==> src/rtl/fetch_stage.sv <==
// fetch_stage: LoongArch instruction-fetch stage. Issues one SRAM-like read
// at a time, buffers {inst, pc} for decode, and redirects on br_taken.
//
// Ports:
//   clk, reset          clock; synchronous active-high reset
//   ds_allowin          decode can accept the held instruction this cycle
//   br_bus[32:0]        [32]=br_taken, [31:0]=br_target
//   fs_to_ds_valid      fs_to_ds_bus holds a valid instruction
//   fs_to_ds_bus[63:0]  [63:32]=inst, [31:0]=pc
//   inst_sram_req/addr  read request and its address (addr stable until addr_ok)
//   inst_sram_addr_ok   request accepted
//   inst_sram_data_ok   read data valid
//   inst_sram_rdata     read data
// Optional (macro FETCH_PERF_EN): perf_fetch_cnt, perf_discard_cnt.
module fetch_stage #(
    parameter logic [31:0] RESET_PC = 32'h1c000000
) (
    input  logic        clk,
    input  logic        reset,
    input  logic        ds_allowin,
    input  logic [32:0] br_bus,
    output logic        fs_to_ds_valid,
    output logic [63:0] fs_to_ds_bus,
    output logic        inst_sram_req,
    output logic [31:0] inst_sram_addr,
    input  logic        inst_sram_addr_ok,
    input  logic        inst_sram_data_ok,
    input  logic [31:0] inst_sram_rdata
`ifdef FETCH_PERF_EN
    ,
    output logic [31:0] perf_fetch_cnt,
    output logic [31:0] perf_discard_cnt
`endif
);

    typedef enum logic [1:0] {
        S_IDLE = 2'd0,
        S_REQ  = 2'd1,
        S_WAIT = 2'd2,
        S_HOLD = 2'd3
    } state_t;

    state_t      state;
    state_t      state_nxt;
    logic [31:0] req_addr;
    logic [31:0] redirect_pc;
    logic        stale;
    logic [31:0] inst_buf;
    logic [31:0] pc_buf;

    logic        br_taken;
    logic [31:0] br_target;

    logic        mark_stale;
    logic        take_inst;
    logic        discard;
    logic        drop_hold;
    logic        handoff;

    assign br_taken  = br_bus[32];
    assign br_target = br_bus[31:0];

    always_comb begin
        state_nxt  = state;
        mark_stale = 1'b0;
        take_inst  = 1'b0;
        discard    = 1'b0;
        drop_hold  = 1'b0;
        handoff    = 1'b0;
        unique case (state)
            S_IDLE: begin
                state_nxt = S_REQ;
            end
            S_REQ: begin
                // Request already on the bus cannot be withdrawn; remember
                // the redirect and throw its response away later.
                mark_stale = br_taken;
                if (inst_sram_addr_ok) begin
                    state_nxt = S_WAIT;
                end
            end
            S_WAIT: begin
                if (inst_sram_data_ok) begin
                    if (stale || br_taken) begin
                        discard   = 1'b1;
                        state_nxt = S_REQ;
                    end else begin
                        take_inst = 1'b1;
                        state_nxt = S_HOLD;
                    end
                end else begin
                    mark_stale = br_taken;
                end
            end
            S_HOLD: begin
                // Decode drops its copy on br_taken too, so the branch
                // wins even if the handshake would complete.
                if (br_taken) begin
                    drop_hold = 1'b1;
                    state_nxt = S_REQ;
                end else if (ds_allowin) begin
                    handoff   = 1'b1;
                    state_nxt = S_REQ;
                end
            end
            default: begin
                state_nxt = S_IDLE;
            end
        endcase
    end

    always_ff @(posedge clk) begin
        if (reset) begin
            state       <= S_IDLE;
            req_addr    <= RESET_PC;
            redirect_pc <= 32'd0;
            stale       <= 1'b0;
            inst_buf    <= 32'd0;
            pc_buf      <= 32'd0;
        end else begin
            state <= state_nxt;
            if (mark_stale) begin
                stale       <= 1'b1;
                redirect_pc <= br_target;
            end
            if (discard) begin
                stale    <= 1'b0;
                req_addr <= br_taken ? br_target : redirect_pc;
            end
            if (take_inst) begin
                inst_buf <= inst_sram_rdata;
                pc_buf   <= req_addr;
            end
            if (drop_hold) begin
                req_addr <= br_target;
            end
            if (handoff) begin
                req_addr <= pc_buf + 32'd4;
            end
        end
    end

    assign inst_sram_req  = (state == S_REQ);
    assign inst_sram_addr = req_addr;
    assign fs_to_ds_valid = (state == S_HOLD);
    assign fs_to_ds_bus   = {inst_buf, pc_buf};

`ifdef FETCH_PERF_EN
    always_ff @(posedge clk) begin
        if (reset) begin
            perf_fetch_cnt   <= 32'd0;
            perf_discard_cnt <= 32'd0;
        end else begin
            if (handoff) begin
                perf_fetch_cnt <= perf_fetch_cnt + 32'd1;
            end
            if (discard || drop_hold) begin
                perf_discard_cnt <= perf_discard_cnt + 32'd1;
            end
        end
    end
`endif

endmodule

==> config.mk <==
export PLATFORM = sky130hd
export DESIGN_NAME = fetch_stage
export DESIGN_NICKNAME = d
export VERILOG_FILES = /design/src/rtl/fetch_stage.sv
export SDC_FILE = /design/constraint.sdc
export NUM_CORES = 1
export LEC_CHECK = 0
export BUFFER_PORTS_ARGS = -buffer_cell sky130_fd_sc_hd__buf_2
export CORE_ASPECT_RATIO = 1.1
export CORE_UTILIZATION = 47
export CTS_CLUSTER_DIAMETER = 80
export CTS_CLUSTER_SIZE = 25
export DETAILED_ROUTE_END_ITERATION = 10
export PLACE_DENSITY = 0.75
export SYNTH_ARGS = -nofsm -noshare
export SYNTH_HDL_FRONTEND = slang
export SYNTH_SLANG_ARGS = --single-unit
==> constraint.sdc <==
create_clock -name clk -period 2 [get_ports clk]
set_input_delay 0.3 -clock clk [delete_from_list [all_inputs] [get_ports clk]]
set_output_delay 0.3 -clock clk [all_outputs]
set_load 0.01 [all_outputs]
==> Word-level counts from Yosys, hierarchy flattened <==
Cells that the tools add are included.
{ "totals": {"ff_bits": 131, "latch_bits": 0, "mem_bits_rw": 0, "mem_bits_ro": 0, "input_bits": 70, "out_inout_bits": 98, "n_memories": 0} }
{ "classes": {"addsub": 1, "multipliers": 0, "n_div": 0, "order_cmp": 0, "n_eq_ne": 6, "n_shift": 0, "mux": 23, "bitwise_logic": 0, "n_reduce_logical": 5} }
{ "op_table": {"columns": ["operator", "n"], "rows": [
  ["two-way mux 32 bit", 4],
  ["adder 32 x 3 -> 32 bit, second input constant", 1],
  ["two-way mux 1 bit", 12],
  ["two-way mux 2 bit", 5],
  ["one-hot mux 2 bit (4 select lines)", 1],
  ["equality test 2 bit, second input constant", 2],
  ["inequality test 3 bit, second input constant", 1],
  ["AND reduction 3 bit", 1],
  ["nonzero test 3 bit", 1],
  ["equality test 2 x 1 -> 1 bit, second input constant", 1],
  ["zero test 2 bit", 1],
  ["inequality test 2 x 1 -> 1 bit, second input constant", 1],
  ["inequality test 2 bit, second input constant", 1],
  ["one-hot mux 1 bit (2 select lines)", 1],
  ["OR reduction 2 bit", 1],
  ["logical OR 1 bit", 1]
]} }

==> Longest topological paths before layout <==
Gate-level depths: netlist of run 1.
{ "logic_depth": {"word_depth": 7, "ltp_mapped": 7, "ltp_nobuf": 6} }

==> Worst setup path after synthesis of run 1 <==
OpenSTA, ideal clock, no wires.
{ "synth_timing": {"path_type": "reg2reg", "from": "reg pc_buf[2]", "to": "reg req_addr[20], in the netlist inst_sram_addr[20]", "t_arrival_ns": 1.986, "required_time_ns": 1.909, "path_slack_ns": -0.077, "stages_incl_launch_ff": 6, "path_buffers": 0, "synth_period_minus_slack_ns": 2.077, "cell_sequence": "dfxtp_1 ha_1 nand3_1 or4_4 or3_1 a311oi_1"} }
{ "synth_via": {"elab_chain_cells": 2} }
{ "synth_lines": {"columns": ["element", "line_no", "rtl"], "rows": [
  ["start, declared", "49", "logic [31:0] pc_buf;"],
  ["start signal, assigned", "132", "pc_buf <= req_addr;"],
  ["adder 32 x 3 -> 32 bit", "138", "req_addr <= pc_buf + 32'd4;"],
  ["two-way mux 32 bit", "137", "if (handoff) begin"],
  ["end signal, assigned", "128", "req_addr <= br_taken ? br_target : redirect_pc;"],
  ["end signal, assigned", "135", "req_addr <= br_target;"],
  ["end signal, assigned", "138", null],
  ["end, declared", "45", "logic [31:0] req_addr;"]
]} }
No other way between the ends.
A chain may end at the register's enable or synchronous reset.

==> Final worst setup path of run 1 <==
{ "layout_timing": {"from": "reg pc_buf[16]", "to": "reg req_addr[22], in the netlist inst_sram_addr[22]"} }
The elaborated chain is that of the path after synthesis.

==> results_dict.tcl, run 1 <==
set metrics [dict create \
    grt_util_all_layers_pct 26.5 \
    postLayoutCellArea_um2 7750 \
    cp_max_fo 5 \
    crit_slowest_cell "or4_4" \
    synth.net_count 831 \
    place_congestion 0.831 \
    postRouteAntennaNets 0 \
    critPathLaunchType "flop" \
    insertion_delay_ps 410 \
    cp.buffers_inverters 1 \
    rows 42 \
    multi_input_area_um2 3070 \
    path_clk_slew_ps 60 \
    synth_area_um2 5920 \
    first_pass_iters 6 \
    reg2reg_slack_ps 100 \
    cp-startpoint "pc_buf[16]" \
    post_dp_cell_area_um2 7170 \
    nets 1008 \
    synth_seq_cells 131 \
    final_util_pct 63.8 \
    worst_slew_pin_slew_ps 690 \
    slew_headroom_pct 54.0 \
    clkSinkCount 131 \
    final-seq-area_um2 2620 \
    worstHoldStart "inst_sram_rdata[5]" \
    setup_viol 0 \
    via_count 6011 \
    cp.required_ps 2320 \
    num-fill-cells 1058 \
    hold_viol_final 0 \
    powerDensity_nw_per_um2 788 \
    htreeDepth 4 \
    setup_tns_ps 0 \
    grt_max_degree 65 \
    end_kind "flop" \
    grt_pass1_wl_um 27200 \
    clockBufferDepth 2 \
    reg2reg_from "pc_buf[16]" \
    synthArstFlopShare_pct 0 \
    drt-total-wl_um 16900 \
    layout_min_cycle_time_ps 1900 \
    avgSynthCellArea_um2 7.81 \
    core_area_um2 12100 \
    rsz0062_at_grt "no" \
    cts-root-buf "clkbuf_16" \
    die_w_um 109 \
    cp_cell_sequence "nand4_1 -> buf_4 -> or4_4 -> or3_1 -> a311oi_1" \
    path_class "reg -> reg" \
    worst_slack_ps 95.3 \
    finalCritPeriodShare_pct 95.2 \
    seq_area_frac_synth_pct 44.3 \
    via_per_inst 5.46 \
    grt-ovfl-total 0 \
    area_delta_synth_final_pct 31.0 \
    initialDrtViolationCount 348 \
    initial_core_util_pct 48.7 \
    post-place-ws_ps 21.5 \
    fin_worst_skew_ps 9.24 \
    cts_made_buffers 17 \
    portBuffers 167 \
    p_leak_nw 3.22 \
    hold_class "in -> reg" \
    drv_cap 0 \
    drive_gt1_share_pct 27.3 \
    synth_edf_count 0 \
    grt_pass1_vias 5512 \
    pin_count 168 \
    antenna_found_initial 1 \
    ys.flop_type "dfxtp_1" \
    netlist_instances 757 \
    drc 0 \
    slowest_delay_ps 500 \
    worstPathArrival_ps 2220 \
    clock.fmax_mhz 525 \
    yosysWarnings 0 \
    max-vdd-ir-drop_uv 450 \
    ys_types 56 \
    dp_hpwl_um 11600 \
    fp.dieH_um 120 \
    cp_top_family "simple AND/OR/NAND/NOR gates" \
    dieArea_um2 13000 \
    drv_slew 0 \
    cts_tree "yes" \
    status "finished clean" \
    wl_per_cell_um 15.4 \
]
==> logic make-up after synthesis <==
| group | synth area share, % |
|---|---|
| xor+xnor | 0.888 |
| mux | 7.30 |
| buf+inv | 4.31 |
| compound gates | 17.7 |
| simple gates | 24.7 |
| flops | 44.3 |
| fa+ha+maj | 0.846 |
==> worst min-delay path, stage by stage <==
cell     delay (ps)
buf_2            90
nand2_1          40
a21oi_1          50
==> final cells by class <==
| cell class | instances | share of cell area [%] |
|---|---|---|
| tap | 154 | 2.49 |
| antenna | 1 | 0.0323 |
| clock buffer | 26 | 6.57 |
| sequential | 131 | 33.9 |
| inverter | 9 | 0.436 |
| multi-input combinational | 562 | 39.6 |
| clock inverter | 4 | 0.613 |
| timing repair buffer | 213 | 16.4 |
==> routing by layer <==
metal  vias up  global-route usage (%)  share of wire (%)
met5         -                       0                  0
met4         0                    8.02                1.3
met3        14                    8.26                8.4
met2       237                    41.2                 46
met1      2770                    34.9                 44
li1       2990                       -                  -
==> sequential cells by signal (all words and copies together), names as in the netlist <==
signal	cells
inst_buf	32
redirect_pc	32
state	2
pc_buf	32
inst_sram_addr	32
stale	1
==> cells in the final DEF (no fill, tap or decap), types with 3 or more instances in the layout <==
cell | synthesis | routed
clkbuf_1 | 47 | 4
nor2_1 | 17 | 17
o21ai_0 | 9 | 9
clkbuf_8 | 0 | 5
o311ai_0 | 5 | 5
a311oi_1 | 5 | 5
nand2_1 | 235 | 235
or4_4 | 3 | 3
ha_1 | 4 | 3
xnor2_1 | 5 | 5
nand3_1 | 18 | 16
dfxtp_1 | 131 | 130
nor4_1 | 8 | 8
and3_1 | 4 | 4
inv_1 | 9 | 9
mux2i_1 | 42 | 42
o21a_1 | 3 | 3
or3_1 | 4 | 4
o221ai_1 | 3 | 3
a211oi_1 | 6 | 6
a21oi_1 | 114 | 114
buf_2 | 5 | 166
buf_12 | 0 | 7
clkbuf_16 | 0 | 17
nor3_1 | 16 | 15
buf_4 | 0 | 40
o211ai_1 | 9 | 9
nand4_1 | 13 | 13
==> cell usage after synthesis, types with 3 or more instances <==
| cell type | number | area [µm²] |
|---|---|---|
| inv_1 | 9 | 33.8 |
| o311ai_0 | 5 | 43.8 |
| buf_2 | 5 | 25.0 |
| nor2_1 | 17 | 63.8 |
| dfxtp_1 | 131 | 2620 |
| a21oi_1 | 114 | 571 |
| nand2_1 | 235 | 882 |
| ha_1 | 4 | 50.1 |
| o221ai_1 | 3 | 26.3 |
| or4_4 | 3 | 33.8 |
| or3_1 | 4 | 25.0 |
| and3_1 | 4 | 25.0 |
| o211ai_1 | 9 | 67.6 |
| o21ai_0 | 9 | 45.0 |
| o21a_1 | 3 | 22.5 |
| nor4_1 | 8 | 50.1 |
| clkbuf_1 | 47 | 176 |
| nor3_1 | 16 | 80.1 |
| a311oi_1 | 5 | 43.8 |
| xnor2_1 | 5 | 43.8 |
| a211oi_1 | 6 | 45.0 |
| nand4_1 | 13 | 81.3 |
| nand3_1 | 18 | 90.1 |
| mux2i_1 | 42 | 420 |
==> what timing repair did <==
action                                  CTS  global route
hold buffers                              0             0
setup buffers                             0             1
endpoints found under the setup margin    0             8
resized for setup                         0             3
==> power by group <==
part / switching (mW) / internal [mW] / total (mW) / leakage (nW)
sequential: 0.0366 / 2.67 / 2.70 / 1.06
clock: 1.08 / 1.86 / 2.94 / 0.272
combinational: 0.270 / 0.194 / 0.464 / 1.89
==> per-stage QoR <==
step / total power [mW] / cells / hold slack [ps]
global route: 6.32 / 1099 / 109
global placement: 3.21 / 1068 / 437
CTS: 6.13 / 1098 / 113
finish: 6.10 / 1100 / 121
floorplan: 3.01 / 757 / 432
detailed placement: 3.22 / 1068 / 443
==> path summary, 6_finish.rpt <==
| kind | endpoint | depth (start not counted) |
|---|---|---|
| setup / recovery | inst_sram_addr[22] | 5 |
| hold reg to reg | redirect_pc[17] | 2 |
| setup reg to reg | inst_sram_addr[22] | 5 |
| hold / removal | inst_buf[5] | 3 |
Power figures use the tool's default switching activity.
==> run 2, diff against run 1 <==
--- a/config.mk
+++ b/config.mk
@@ -12,6 +12,7 @@
 export CTS_CLUSTER_SIZE = 25
 export DETAILED_ROUTE_END_ITERATION = 10
 export PLACE_DENSITY = 0.75
+export RECOVER_POWER = 100
 export SYNTH_ARGS = -nofsm -noshare
 export SYNTH_HDL_FRONTEND = slang
 export SYNTH_SLANG_ARGS = --single-unit
==> run 2 against run 1 <==
Net effect:
- total power shrank 0.23%
- clock power is essentially flat
- global-route usage is the same
- combinational power shrank 3%
- via count grew 0.57%
- die area is the same
- critical path depth is the same
==> results_dict.tcl, run 2 (synthesized netlist as in run 1, its figures left out) <==
set metrics [dict create \
    wl_per_cell_um 15.3 \
    max-vdd-ir-drop_uv 446 \
    drt-total-wl_um 16900 \
    worstHoldStart "inst_sram_rdata[5]" \
    final_cell_mix "nand2_1, dfxtp_1, a21oi_1" \
    drive_gt1_share_pct 17.0 \
    rows 42 \
    via_count 6045 \
    postRouteAntennaNets 0 \
    end_kind "flop" \
    path_class "reg -> reg" \
    clkPwrFrac_pct 48.2 \
    reg2reg_slack_ps 90 \
    finalCritPeriodShare_pct 95.7 \
    finalPower_mw 6.09 \
    layout_min_cycle_time_ps 1910 \
    holdBufCountCts 0 \
    fin_worst_skew_ps 9.28 \
    hold_path_depth 3 \
    cp_cell_sequence "nand4_1 -> buf_4 -> or4_4 -> or3_1 -> a311oi_1" \
    pin_count 168 \
    clkSinkCount 131 \
    p_seq_share_pct 44.4 \
    antenna_found_initial 1 \
    p_leak_nw 2.81 \
    slew_headroom_pct 53.7 \
    grt_pass1_wl_um 27200 \
    core_area_um2 12100 \
    insertion_delay_ps 410 \
    grt-ovfl-total 0 \
    initialDrtViolationCount 360 \
    drc 0 \
    hold_viol_final 0 \
    via_per_inst 5.50 \
    htreeDepth 4 \
    worst_r2r_path_depth 5 \
    nets 1008 \
    worst_slew_pin_slew_ps 694 \
    cts_made_buffers 17 \
    drv_cap 0 \
    internal-power_mw 4.71 \
    status "finished clean" \
    reg2reg_from "pc_buf[16]" \
    die_w_um 109 \
    dieArea_um2 13000 \
    cts_tree "yes" \
    dp_hpwl_um 11600 \
    cp.required_ps 2320 \
    clockBufferDepth 2 \
    final_common_cell "nand2_1" \
    grt_util_all_layers_pct 26.5 \
    p_sw_mw 1.38 \
    p_sw_share_pct 22.7 \
    hold_end "inst_buf[5]" \
    fp.dieH_um 120 \
    final_util_pct 62.4 \
    place_congestion 0.831 \
    grt_pass1_vias 5512 \
    initial_core_util_pct 48.7 \
    path_clk_slew_ps 60 \
    crit_slowest_cell "or4_4" \
    setup_viol 0 \
    area_delta_synth_final_pct 28.1 \
    cp.buffers_inverters 1 \
    slowest_delay_ps 500 \
    drv_slew 0 \
    cp_top_family "simple AND/OR/NAND/NOR gates" \
    grt_max_degree 65 \
    cp_max_fo 5 \
    powerDensity_nw_per_um2 804 \
    cts-root-buf "clkbuf_16" \
    first_pass_iters 5 \
    r2r_end "inst_sram_addr[22]" \
    portBuffers 167 \
    clock.fmax_mhz 523 \
    hold_class "in -> reg" \
    combinationalPowerShare_pct 7.4 \
    worstPathArrival_ps 2230 \
    critPathLaunchType "flop" \
]
-- run 2: worst max-delay path by stage --
stage | from | endpoint | cells past startpoint
4_1_cts | pc_buf[16] | inst_sram_addr[21] | 4
5_1_grt | pc_buf[16] | inst_sram_addr[22] | 5
3_5_place_dp | pc_buf[16] | inst_sram_addr[21] | 4
6_report | pc_buf[16] | inst_sram_addr[22] | 5
2_1_floorplan | pc_buf[2] | inst_sram_addr[20] | 5
3_3_place_gp | pc_buf[16] | inst_sram_addr[21] | 4
-- run 2: stage by stage --
step                hold slack [ps]  instance area [µm²]  instances  setup slack, ps  TNS, ps
CTS                             113                 7730       1098             15.9        0
finish                          124                 7580       1100             86.6        0
global route                    109                 7570       1099            -3.92    -7.41
floorplan                       432                 5920        757             4.81        0
global placement                437                 7170       1068              133        0
detailed placement              443                 7170       1068             21.5        0
-- run 2: power by group through the flow --
stage,Sequential [mW],Combinational [mW],Clock [mW]
finish,2.70,0.452,2.93
global route,2.71,0.497,3.10
CTS,2.70,0.463,2.97
detailed placement,2.76,0.460,0
global placement,2.75,0.455,0
floorplan,2.76,0.255,0
-- run 2: final cells by class --
class,count,area [µm²]
Timing Repair Buffer,213,1100
Clock inverter,4,47.5
Sequential cell,131,2620
Multi-Input combinational cell,562,3060
Clock buffer,26,509
Inverter,9,33.8
Tap cell,154,193
Antenna cell,1,2.50
Fill cell,1133,4560
-- run 2: per-layer routing --
layer / global-route usage [%] / routed length [µm]
met2: 41.2 / 7750
met5: 0 / 0
met3: 8.26 / 1390
met4: 8.02 / 245
met1: 34.9 / 7490
-- run 2: what timing repair did --
item / in CTS / in global routing
setup buffers: 0 / 1
setup endpoints to repair: 0 / 8
gates resized for setup: 0 / 3
-- run 2: worst reg2reg max path: stages (launching register included) --
cell	delay, ps
dfxtp_1	390
nand4_1	170
buf_4	190
or4_4	500
or3_1	310
a311oi_1	260
==> run 3, diff against run 2 <==
--- a/config.mk
+++ b/config.mk
@@ -5,6 +5,7 @@
 export SDC_FILE = /design/constraint.sdc
 export NUM_CORES = 1
 export LEC_CHECK = 0
+export ABC_AREA = 1
 export BUFFER_PORTS_ARGS = -buffer_cell sky130_fd_sc_hd__buf_2
 export CORE_ASPECT_RATIO = 1.1
 export CORE_UTILIZATION = 47
@@ -16,3 +17,4 @@
 export SYNTH_ARGS = -nofsm -noshare
 export SYNTH_HDL_FRONTEND = slang
 export SYNTH_SLANG_ARGS = --single-unit
+export TNS_END_PERCENT = 50
==> run 3 against run 2 <==
Net effect:
- clock skew decreased by 2.3 ps
- final cell count rose by 9.7%
- clock power barely moved
- via count increased by 3.5%
- global-route usage increased by 0.35 points
- highest routed layer unchanged
==> results_dict.tcl, run 3 <==
set metrics [dict create \
    path_class "reg -> reg" \
    crit_slowest_cell "dfxtp_1" \
    dp.cells 1176 \
    netlist_instances 889 \
    antennaDiodeCount 0 \
    synth_area_um2 6060 \
    dieArea_um2 13300 \
    worst_slew_pin_slew_ps 470 \
    synth_seq_cells 131 \
    layout_min_cycle_time_ps 1780 \
    drv_slew 0 \
    cp.required_ps 2310 \
    post-place-ws_ps 276 \
    netlist_top_cells_count "nand2_1, nor2_1, o21ai_0, dfxtp_1, inv_1" \
    status "finished clean" \
    seq_area_frac_synth_pct 43.3 \
    postLayoutCellArea_um2 7420 \
    synthSimpleGateAreaFrac_pct 25.8 \
    postRouteAntennaNets 0 \
    drive_gt1_share_pct 12.9 \
    grt_max_degree 96 \
    slew_headroom_pct 68.3 \
    final_common_cell "nand2_1" \
    fin_worst_skew_ps 7.00 \
    final_util_pct 58.9 \
    critPathLaunchType "flop" \
    worstPathArrival_ps 2090 \
    finalPower_mw 6.27 \
    synth_xor_xnor_area_share_pct 0.723 \
    ys.flop_type "dfxtp_1" \
    synthAdderAreaFrac_pct 0.826 \
    max-vdd-ir-drop_uv 601 \
    wl_per_cell_um 14.4 \
    synthTopCellsByArea "dfxtp_1, o21ai_0, nand2_1" \
    crit_path_frequent_cell "nand2_1" \
    avgSynthCellArea_um2 6.81 \
    holdBufCountCts 0 \
    hold_viol_final 0 \
    first_pass_iters 5 \
    area_delta_synth_final_pct 22.5 \
    post-synth-top-count-cell "nand2_1" \
    synth_edf_count 0 \
    synthArstFlopShare_pct 0 \
    dp_hpwl_um 12300 \
    synth.net_count 963 \
    fp.dieH_um 121 \
    htreeDepth 4 \
    insertion_delay_ps 420 \
    p_leak_nw 3.00 \
    rows 43 \
    drc 0 \
    worst_slack_ps 217 \
    initial_core_util_pct 48.1 \
    clockBufferDepth 2 \
    nets 1112 \
    clkSinkCount 131 \
    drt-total-wl_um 17400 \
    yosysWarnings 0 \
    cts-root-buf "clkbuf_16" \
    antenna_found_initial 0 \
    finalCritPeriodShare_pct 89.1 \
    slowest_delay_ps 460 \
    cp_cell_sequence "ha_1 -> nand2_1 -> nor2_2 -> nand2_4 -> nor2_4 -> nand3_2 -> nand2_1 -> nand2_1 -> a21oi_1 -> nor2_1" \
    die_w_um 110 \
    ys_types 32 \
    post_dp_cell_area_um2 7030 \
    grt_util_all_layers_pct 26.9 \
    hold_class "in -> reg" \
    setup_tns_ps 0 \
    cts_made_buffers 17 \
    portBuffers 167 \
    clock.fmax_mhz 561 \
    grt_pass1_vias 5355 \
    place_congestion 0.927 \
    grt-ovfl-total 0 \
    cts_resized 0 \
    setup_viol 0 \
    whs_ps 106 \
    grt_pass1_wl_um 27200 \
    powerDensity_nw_per_um2 845 \
    rsz0062_at_grt "no" \
    cts_setup_buffers 0 \
    stdcell_count 1207 \
    pin_count 168 \
    path_clk_slew_ps 50 \
    via_per_inst 5.18 \
    post-synth-top-area-fraction_pct 43.3 \
    cts_tree "yes" \
    synth_compound_area_share_pct 21.0 \
    synth_top_family_by_area "simple AND/OR/NAND/NOR gates" \
    reg2reg_slack_ps 220 \
    via_count 6256 \
    synth_top_area_cell "dfxtp_1" \
    synthMuxAreaShare_pct 0 \
    drv_cap 0 \
    final_cell_mix "nand2_1, nor2_1, o21ai_0" \
    cp_max_fo 8 \
    core_area_um2 12600 \
    end_kind "flop" \
    initialDrtViolationCount 514 \
]
run 3: worst paths after layout:
path,from,cells past startpoint,end
min reg2reg,redirect_pc[0],2,redirect_pc[0]
max,pc_buf[2],10,inst_sram_addr[20]
min,inst_sram_rdata[0],3,inst_buf[0]
max reg2reg,pc_buf[2],10,inst_sram_addr[20]
run 3: kinds of logic (layout without fill, tap and decap cells):
kind of cell | after synthesis | after routing
AOI/OAI and AO/OA | 241 | 241
xor gates and xnor gates | 5 | 5
adders and majority gates | 4 | 4
buffers and inverters | 126 | 287
DFF | 131 | 131
and+or+nand+nor | 382 | 382
run 3: layout make-up:
cell class	count	area (µm²)
flip-flops and latches	131	2620
repair buffers	182	847
clock inverters	11	113
well taps	157	196
multi-input cells	632	2920
inverters	74	278
clock buffers	20	447
fillers	1284	5170
run 3: worst max-delay path: cells and delay by family (launching register included):
kind / cells / cell delay [ps]
and+or+nand+nor: 8 / 810
adders and majority gates: 1 / 250
AOI/OAI and AO/OA: 1 / 140
DFF: 1 / 460
run 3: power by group:
part | switching (mW) | internal (mW) | leakage, nW | total, mW
Sequential | 0.0635 | 2.71 | 1.06 | 2.78
Combinational | 0.338 | 0.199 | 1.67 | 0.537
Clock | 1.11 | 1.84 | 0.271 | 2.96
Total | 1.52 | 4.75 | 3.00 | 6.27
run 3: per-layer routing:
| layer | wire length [µm] | part of all wire (%) | vias to the layer above | track usage (%) |
|---|---|---|---|---|
| met5 | 0 | 0 | - | 0 |
| met4 | 351 | 2.0 | 0 | 9.54 |
| met3 | 1450 | 8.3 | 24 | 7.36 |
| met2 | 7670 | 44 | 234 | 39.5 |
| met1 | 7900 | 45 | 2798 | 37.4 |
| li1 | - | - | 3200 | - |
